===== src/rtl/cprv_writeback_if.sv =====
`default_nettype none
// ============================================================================
// Module   : cprv_writeback_if
// Purpose  : Bundle of the execute/load result streams, the register-file
//            write port and the forwarding bus of the writeback stage.
// Revision : 1.0 - initial release
// ============================================================================
interface cprv_writeback_if #(
   parameter int DATA_WIDTH = 64,
   parameter int ADDR_WIDTH = 5
);
   // execute result stream
   logic                  ex_valid;
   logic                  ex_ready;
   logic [ADDR_WIDTH-1:0] ex_rd_addr;
   logic [DATA_WIDTH-1:0] ex_data;
   logic                  ex_word;
   // load result stream
   logic                  mem_valid;
   logic                  mem_ready;
   logic [ADDR_WIDTH-1:0] mem_rd_addr;
   logic [DATA_WIDTH-1:0] mem_data;
   logic [1:0]            mem_size;
   logic                  mem_unsigned;
   logic [2:0]            mem_byte_off;
   // register-file write port
   logic [ADDR_WIDTH-1:0] rf_rd_addr;
   logic                  rf_rd_en;
   logic [DATA_WIDTH-1:0] rf_rd_data;
   // same-cycle forwarding bus
   logic                  fwd_valid;
   logic [ADDR_WIDTH-1:0] fwd_addr;
   logic [DATA_WIDTH-1:0] fwd_data;

   // Result producers / register-file observers
   modport master (
      output ex_valid, ex_rd_addr, ex_data, ex_word,
      output mem_valid, mem_rd_addr, mem_data, mem_size, mem_unsigned, mem_byte_off,
      input  ex_ready, mem_ready,
      input  rf_rd_addr, rf_rd_en, rf_rd_data,
      input  fwd_valid, fwd_addr, fwd_data
   );

   // Writeback stage
   modport slave (
      input  ex_valid, ex_rd_addr, ex_data, ex_word,
      input  mem_valid, mem_rd_addr, mem_data, mem_size, mem_unsigned, mem_byte_off,
      output ex_ready, mem_ready,
      output rf_rd_addr, rf_rd_en, rf_rd_data,
      output fwd_valid, fwd_addr, fwd_data
   );
endinterface
`default_nettype wire


===== src/rtl/cprv_writeback.sv =====
`default_nettype none
// ============================================================================
// Module   : cprv_writeback
// Purpose  : Writeback stage - arbitrates execute vs load results, formats
//            load lanes and W-op results, drives the register-file write
//            port and the forwarding bus from one output register.
// Revision : 1.0 - initial release
// ============================================================================
module cprv_writeback #(
   parameter int DATA_WIDTH = 64,
   parameter int ADDR_WIDTH = 5,
   parameter int MAX_STREAK = 2
) (
   input  logic             clk,
   input  logic             rst,
   cprv_writeback_if.slave  wb
);
   localparam int               c_STREAK_W   = 2;
   localparam [c_STREAK_W-1:0]  c_STREAK_MAX = c_STREAK_W'(MAX_STREAK);

   logic [c_STREAK_W-1:0] streak_q, streak_d;
   logic                  rf_en_q, rf_en_d;
   logic [ADDR_WIDTH-1:0] rf_addr_q, rf_addr_d;
   logic [DATA_WIDTH-1:0] rf_data_q, rf_data_d;

   logic                  ex_grant;
   logic                  mem_grant;
   logic [DATA_WIDTH-1:0] lane;
   logic                  sext;
   logic [DATA_WIDTH-1:0] load_fmt;
   logic [DATA_WIDTH-1:0] ex_fmt;
   logic                  mem_aligned;

   // Loads win unless the execute side has already waited out its streak.
   // Both grants are forced low during reset so nothing is consumed then.
   assign ex_grant  = !rst && wb.ex_valid && (!wb.mem_valid || streak_q == c_STREAK_MAX);
   assign mem_grant = !rst && wb.mem_valid && !ex_grant;

   assign wb.ex_ready  = ex_grant;
   assign wb.mem_ready = mem_grant;

   // Forwarding taps the output register directly, no extra stage.
   assign wb.rf_rd_en   = rf_en_q;
   assign wb.rf_rd_addr = rf_addr_q;
   assign wb.rf_rd_data = rf_data_q;
   assign wb.fwd_valid  = rf_en_q;
   assign wb.fwd_addr   = rf_addr_q;
   assign wb.fwd_data   = rf_data_q;

   assign ex_fmt = wb.ex_word ? {{(DATA_WIDTH-32){wb.ex_data[31]}}, wb.ex_data[31:0]}
                              : wb.ex_data;

   // Load lane select and sign/zero extension; D-size ignores mem_unsigned.
   always_comb begin
      lane        = wb.mem_data >> {wb.mem_byte_off, 3'b000};
      sext        = !wb.mem_unsigned;
      load_fmt    = lane;
      mem_aligned = 1'b1;
      case (wb.mem_size)
         2'd0: begin
            load_fmt    = {{(DATA_WIDTH-8){sext & lane[7]}}, lane[7:0]};
         end
         2'd1: begin
            load_fmt    = {{(DATA_WIDTH-16){sext & lane[15]}}, lane[15:0]};
            mem_aligned = (wb.mem_byte_off[0] == 1'b0);
         end
         2'd2: begin
            load_fmt    = {{(DATA_WIDTH-32){sext & lane[31]}}, lane[31:0]};
            mem_aligned = (wb.mem_byte_off[1:0] == 2'b00);
         end
         default: begin
            load_fmt    = lane;
            mem_aligned = (wb.mem_byte_off == 3'b000);
         end
      endcase
   end

   // Next state: output register loads the granted result, x0 never writes.
   always_comb begin
      rf_en_d   = 1'b0;
      rf_addr_d = rf_addr_q;
      rf_data_d = rf_data_q;
      streak_d  = streak_q;
      if (ex_grant) begin
         rf_en_d   = (wb.ex_rd_addr != '0);
         rf_addr_d = wb.ex_rd_addr;
         rf_data_d = ex_fmt;
      end else if (mem_grant) begin
         rf_en_d   = (wb.mem_rd_addr != '0);
         rf_addr_d = wb.mem_rd_addr;
         rf_data_d = load_fmt;
      end
      if (!wb.ex_valid || ex_grant) begin
         streak_d = '0;
      end else if (mem_grant && streak_q != c_STREAK_MAX) begin
         streak_d = streak_q + c_STREAK_W'(1);
      end
   end

   // Output register and streak counter; reset drops any held result.
   always_ff @(posedge clk) begin
      if (rst) begin
         rf_en_q   <= 1'b0;
         rf_addr_q <= '0;
         rf_data_q <= '0;
         streak_q  <= '0;
      end else begin
         rf_en_q   <= rf_en_d;
         rf_addr_q <= rf_addr_d;
         rf_data_q <= rf_data_d;
         streak_q  <= streak_d;
      end
   end

   // A granted load must be naturally aligned to its size.
   always_ff @(posedge clk) begin
      if (!rst && mem_grant) begin
         assert (mem_aligned);
      end
   end
endmodule
`default_nettype wire


===== src/flat_wrapper.sv =====
// flat-port wrapper written by rule: the top's interface ports become plain ports
module cprv_writeback_flat 
#(
   parameter int DATA_WIDTH = 64,
   parameter int ADDR_WIDTH = 5,
   parameter int MAX_STREAK = 2
)
  (clk, rst, wb_ex_valid, wb_ex_rd_addr, wb_ex_data, wb_ex_word, wb_mem_valid, wb_mem_rd_addr, wb_mem_data, wb_mem_size, wb_mem_unsigned, wb_mem_byte_off, wb_ex_ready, wb_mem_ready, wb_rf_rd_addr, wb_rf_rd_en, wb_rf_rd_data, wb_fwd_valid, wb_fwd_addr, wb_fwd_data);
  cprv_writeback_if #(.DATA_WIDTH(DATA_WIDTH), .ADDR_WIDTH(ADDR_WIDTH)) wb_i ();
  input  logic clk;
  input  logic rst;
  input wire logic [$bits(wb_i.ex_valid)-1:0] wb_ex_valid;
  input wire logic [$bits(wb_i.ex_rd_addr)-1:0] wb_ex_rd_addr;
  input wire logic [$bits(wb_i.ex_data)-1:0] wb_ex_data;
  input wire logic [$bits(wb_i.ex_word)-1:0] wb_ex_word;
  input wire logic [$bits(wb_i.mem_valid)-1:0] wb_mem_valid;
  input wire logic [$bits(wb_i.mem_rd_addr)-1:0] wb_mem_rd_addr;
  input wire logic [$bits(wb_i.mem_data)-1:0] wb_mem_data;
  input wire logic [$bits(wb_i.mem_size)-1:0] wb_mem_size;
  input wire logic [$bits(wb_i.mem_unsigned)-1:0] wb_mem_unsigned;
  input wire logic [$bits(wb_i.mem_byte_off)-1:0] wb_mem_byte_off;
  output wire logic [$bits(wb_i.ex_ready)-1:0] wb_ex_ready;
  output wire logic [$bits(wb_i.mem_ready)-1:0] wb_mem_ready;
  output wire logic [$bits(wb_i.rf_rd_addr)-1:0] wb_rf_rd_addr;
  output wire logic [$bits(wb_i.rf_rd_en)-1:0] wb_rf_rd_en;
  output wire logic [$bits(wb_i.rf_rd_data)-1:0] wb_rf_rd_data;
  output wire logic [$bits(wb_i.fwd_valid)-1:0] wb_fwd_valid;
  output wire logic [$bits(wb_i.fwd_addr)-1:0] wb_fwd_addr;
  output wire logic [$bits(wb_i.fwd_data)-1:0] wb_fwd_data;
  assign wb_i.ex_valid = wb_ex_valid;
  assign wb_i.ex_rd_addr = wb_ex_rd_addr;
  assign wb_i.ex_data = wb_ex_data;
  assign wb_i.ex_word = wb_ex_word;
  assign wb_i.mem_valid = wb_mem_valid;
  assign wb_i.mem_rd_addr = wb_mem_rd_addr;
  assign wb_i.mem_data = wb_mem_data;
  assign wb_i.mem_size = wb_mem_size;
  assign wb_i.mem_unsigned = wb_mem_unsigned;
  assign wb_i.mem_byte_off = wb_mem_byte_off;
  assign wb_ex_ready = wb_i.ex_ready;
  assign wb_mem_ready = wb_i.mem_ready;
  assign wb_rf_rd_addr = wb_i.rf_rd_addr;
  assign wb_rf_rd_en = wb_i.rf_rd_en;
  assign wb_rf_rd_data = wb_i.rf_rd_data;
  assign wb_fwd_valid = wb_i.fwd_valid;
  assign wb_fwd_addr = wb_i.fwd_addr;
  assign wb_fwd_data = wb_i.fwd_data;
  cprv_writeback #(.DATA_WIDTH(DATA_WIDTH), .ADDR_WIDTH(ADDR_WIDTH), .MAX_STREAK(MAX_STREAK)) u_core (.clk(clk), .rst(rst), .wb(wb_i));
endmodule

===== config.mk =====
export PLATFORM = sky130hd
export DESIGN_NAME = cprv_writeback_flat
export DESIGN_NICKNAME = d
export VERILOG_FILES = /design/src/rtl/cprv_writeback_if.sv /design/src/rtl/cprv_writeback.sv /design/src/flat_wrapper.sv
export SDC_FILE = /design/constraint.sdc
export NUM_CORES = 1
export LEC_CHECK = 0
export ABC_CLOCK_PERIOD_IN_PS = 7800
export BUFFER_PORTS_ARGS = -buffer_cell sky130_fd_sc_hd__buf_2
export CAP_MARGIN = 20
export CORE_MARGIN = 1.5
export CORE_UTILIZATION = 45
export DETAILED_ROUTE_END_ITERATION = 7
export PLACE_DENSITY = 0.9
export REMOVE_ABC_BUFFERS = 1
export SYNTH_ARGS = -nofsm -noshare
export SYNTH_HDL_FRONTEND = slang
export SYNTH_SLANG_ARGS = --single-unit

===== constraint.sdc =====
create_clock -name clk -period 7.8 [get_ports clk]
set_input_delay 2.34 -clock clk [delete_from_list [all_inputs] [get_ports clk]]
set_output_delay 2.34 -clock clk [all_outputs]
set_load 0.02 [all_outputs]

; ---- Word-level counts from Yosys, hierarchy flattened
; Cells that the tools add are included.
[word_totals]
reg_bits = 72
output_inout_bits = 142
inputBits = 149
[classes]
eq_ne = 4
mux = 8
bitwise = 3
n_shift = 1
add_sub_neg = 1
reduce_logical = 17
[ops]
columns = cell, count
row1 = 2-to-1 mux 64 bit, 3
row2 = case mux 64 bit (3 select lines), 1
row3 = right shift 64 x 6 -> 64 bit, 1
row4 = 2-to-1 mux 5 bit, 2
row5 = nonzero test 5 bit, 2
row6 = logical AND 1 bit, 5
row7 = zero test 1 bit, 5
row8 = equality test 2 bit (second input constant), 2
row9 = bitwise AND 1 bit, 3
row10 = adder 2 x 1 -> 2 bit (second input constant), 1
row11 = equality test 2 x 1 -> 1 bit (second input constant), 1
row12 = zero test 2 bit, 1
row13 = logical OR 1 bit, 2
row14 = 2-to-1 mux 1 bit, 2
row15 = inequality test 2 bit (second input constant), 1
row16 = nonzero test 2 bit, 1
row17 = OR reduction 2 bit, 1

; ---- Longest topological paths before layout
[logic_depth]
ltp_word = 7
ltp_mapped = 10
depth_no_buf = 8

; ---- Worst setup path before layout
; OpenSTA, ideal clock, no wires.
[synth_timing]
path_kind = input-to-output
from = in rst
to = out wb_mem_ready
path_buffers = 3
arrival_ps = 3412
required_time_ps = 5460
setup_slack_ps = 2048
stages = 7
path_cell_list = buf_2 nor2b_1 nand2_1 inv_1 buf_4 nor2_1 buf_2
[synth_between]
elab_chain_len = 5
word_cells_on_any_way = 6
classes_between = 6 x reduce/logical
[synth_lines]
columns = item, line
row1 = from (decl), flat_wrapper.sv:11  ; input logic rst;
row2 = zero test 1 bit *, "cprv_writeback.sv:36, cprv_writeback.sv:37"
row3 = logical AND 1 bit (2 in series), cprv_writeback.sv:36  ; assign ex_grant = !rst && wb.ex_valid && (!wb.mem_valid || streak_q == c_STREAK_MAX);
row4 = zero test 1 bit, cprv_writeback.sv:37  ; assign mem_grant = !rst && wb.mem_valid && !ex_grant;
row5 = logical AND 1 bit *, cprv_writeback.sv:37
row6 = to (decl), flat_wrapper.sv:23  ; output wire logic [$bits(wb_i.mem_ready)-1:0] wb_mem_ready;
; Mark *: on every way between the ends. The rest lies on a longest branch, timed or not.

; ---- Worst setup path after layout
; Same ends and word-level chain as after synthesis.

==> metrics.cfg <==
[status]
status = finished, final reports clean

[yosys]
yosys.area.top_type = dfxtp_1
synth_commonest_cells = 84 x buf_4, 72 x dfxtp_1, 65 x nor2_1, 64 x nand2_1, 53 x mux2i_1
avgSynthCellArea_um2 = 8.71
synthFlopType = dfxtp_1
seq_area_frac_synth = 0.236
post-synth-top-count-cell = buf_4
syn_inst = 700
synth.area.top_cells = dfxtp_1 24%, buf_4 10%, mux2i_1 8.7%, mux4_2 8.5%, nor2_1 4.0%
ys_types = 58
yosysWarnings = 0
synthArstFlopShare = 0
synth_edf_count = 0
ys_seq_elements = 72
syn_area_mm2 = 0.00610
synth_top_cell_area_share = 0.236

[hold_path]
hp-class = flip-flop to flip-flop

[critical_path]
crit_arrival_ps = 3890
cp_num_buf_inv = 4
cp_max_fo = 36
path_common_cell = buf_2
slowest_stage = inv_1
worstSetupEndpointType = primary output
slowest_delay_ps = 400
startpoint_type = input port
cpLargestDelayFamily = buffers and inverters
required_ps = 5460
worstSetupPathType = input port to primary output
cp_cell_sequence = buf_2 > nor2b_1 > nand2_1 > buf_4 > inv_1 > nor2_1 > buf_2

[run]
drv_cap = 0

[finish]
layout-drive-gt1-share = 0.427
fin_area_mm2 = 0.00730
nNetsFinal = 1025
syn_to_final_growth_pct = 19.7

[timing]
post-route-period-util = 0.798
rsz0062_at_grt = false
skew_ps = 8.84
fin_setup_tns_ps = 0
max_clock_freq_mhz = 161
drv_slew = 0
final-setup-viol-count = 0
tightest_slew_ps = 1130
hold_viol = 0
post-route-min-period_ps = 6230
slew_headroom = 0.240

[placement]
dp_hpwl_um = 15800
dpl-instance-area_mm2 = 0.00695
io_buffers = 290
gp_congestion = 0.926

[routing]
drt-initial-drc-count = 536
ant_nets = 0
wl_per_cell_um = 20.7
vias_per_cell = 6.07
vias = 6424
drc_errors = 0
routed_wl_um = 21900
dr.pass1.iters = 5

[clocking]
cts_setup_buffers = 0
cts_tree = built
root_buffer = clkbuf_16
ctsResizeCount = 0
ctsHtreeMaxLevel = 3
clkTransAtPathRegs_ps = 60
clk_latency_ps = 330
cts_hold_buf = 0
cts.sinks = 72
numCtsBuffers = 9
cts.path.max_buffers = 2

[floorplan]
rows = 42
io_pins = 291
die_h_um = 119
die_width_um = 119
start_util = 0.460
coreArea_mm2 = 0.0132
dieArea_mm2 = 0.0143

[global_route]
grt_first_pass_wirelength_um = 33200
grt_util_all_layers = 0.299
antenna_found_initial = 3
grt_pass1_vias = 6016
gr-total-overflow = 0
grt_max_degree = 66

[power]
power_density_mw_per_mm2 = 175
peakVddDrop_mv = 0.0921
p_leak_nw = 3.48

[stage by stage]
step | hold slack [ps] | util | setup slack (ps) | power [mW] | cells
floorplan | 392 | - | 336 | 0.684 | 560
global placement | 400 | 0.525 | 1590 | 0.865 | 1038
detailed placement | 420 | 0.525 | 1590 | 0.874 | 1038
CTS | 427 | 0.547 | 1590 | 1.27 | 1054
global route | 447 | 0.551 | 1430 | 1.33 | 1057
finish | 428 | 0.551 | 1570 | 1.28 | 1058
[cell usage in the layout, fill, tap and decap left out, types with 3 or more instances in the layout]
cell,n
a2111oi_0,3
a2111oi_2,9
a2111oi_4,3
a211o_1,4
a211oi_1,19
a21o_1,18
a21oi_1,39
a221oi_1,11
a222oi_1,15
a22oi_1,14
a2bb2oi_1,5
a311o_1,7
a31oi_1,6
and2_1,3
buf_2,289
buf_4,13
clkbuf_16,9
clkinv_2,3
dfxtp_1,72
inv_1,7
mux2_2,8
mux2i_1,53
mux4_2,23
nand2_1,64
nand2b_1,7
nor2_1,65
nor2b_1,8
o211ai_1,9
o21ai_0,14
o21bai_1,4
o221a_2,3
o22a_1,4
o22ai_1,32
o2bb2ai_1,4
[layer usage]
metal,global-route usage,vias to the layer above,part of all wire
li1,-,2943,-
met1,0.385,3041,0.40
met2,0.472,393,0.46
met3,0.0867,45,0.11
met4,0.116,2,0.030
met5,0,-,0.00046
[final timing paths]
check	slack [ps]	cells past startpoint	from	endpoint
setup / recovery	1570	7	rst	wb_mem_ready
hold / removal	430	1	u_core.streak_q[0]	u_core.streak_q[0]
setup reg to reg	4770	8	u_core.streak_q[0]	u_core.wb.fwd_data[25]
hold reg to reg	430	1	u_core.streak_q[0]	u_core.streak_q[0]
[logic make-up (layout without fill, tap and decap cells)]
logic type / Yosys count / count (layout) / synth area share
mux: 86 / 86 / 0.192
buf+inv: 147 / 327 / 0.153
fa+ha+maj: 1 / 1 / 0.00205
other cells: 0 / 2 / 0
compound gates: 230 / 230 / 0.295
flops: 72 / 72 / 0.236
simple gates: 164 / 164 / 0.120
[final cells by class]
type / instances / area (um^2)
repair buffers: 304 / 1600
clock inverters: 5 / 31.3
fillers: 1275 / 5940
clock buffers: 11 / 253
well taps: 176 / 220
diodes: 2 / 5.00
inverters: 7 / 26.3
multi-input cells: 481 / 3720
flip-flops and latches: 72 / 1440
[registers in the layout, indices dropped and copies added, names as in the netlist]
name	flops
u_core.wb.fwd_addr	5
u_core.wb.fwd_data	64
u_core.wb.fwd_valid	1
u_core.streak_q	2
[power by group]
part           switching (mW)  internal, mW  total [mW]
registers              0.0282         0.400       0.428
logic                   0.268         0.176       0.445
clock network           0.170         0.232       0.402
No activity file was read; power rests on OpenSTA's default activity.
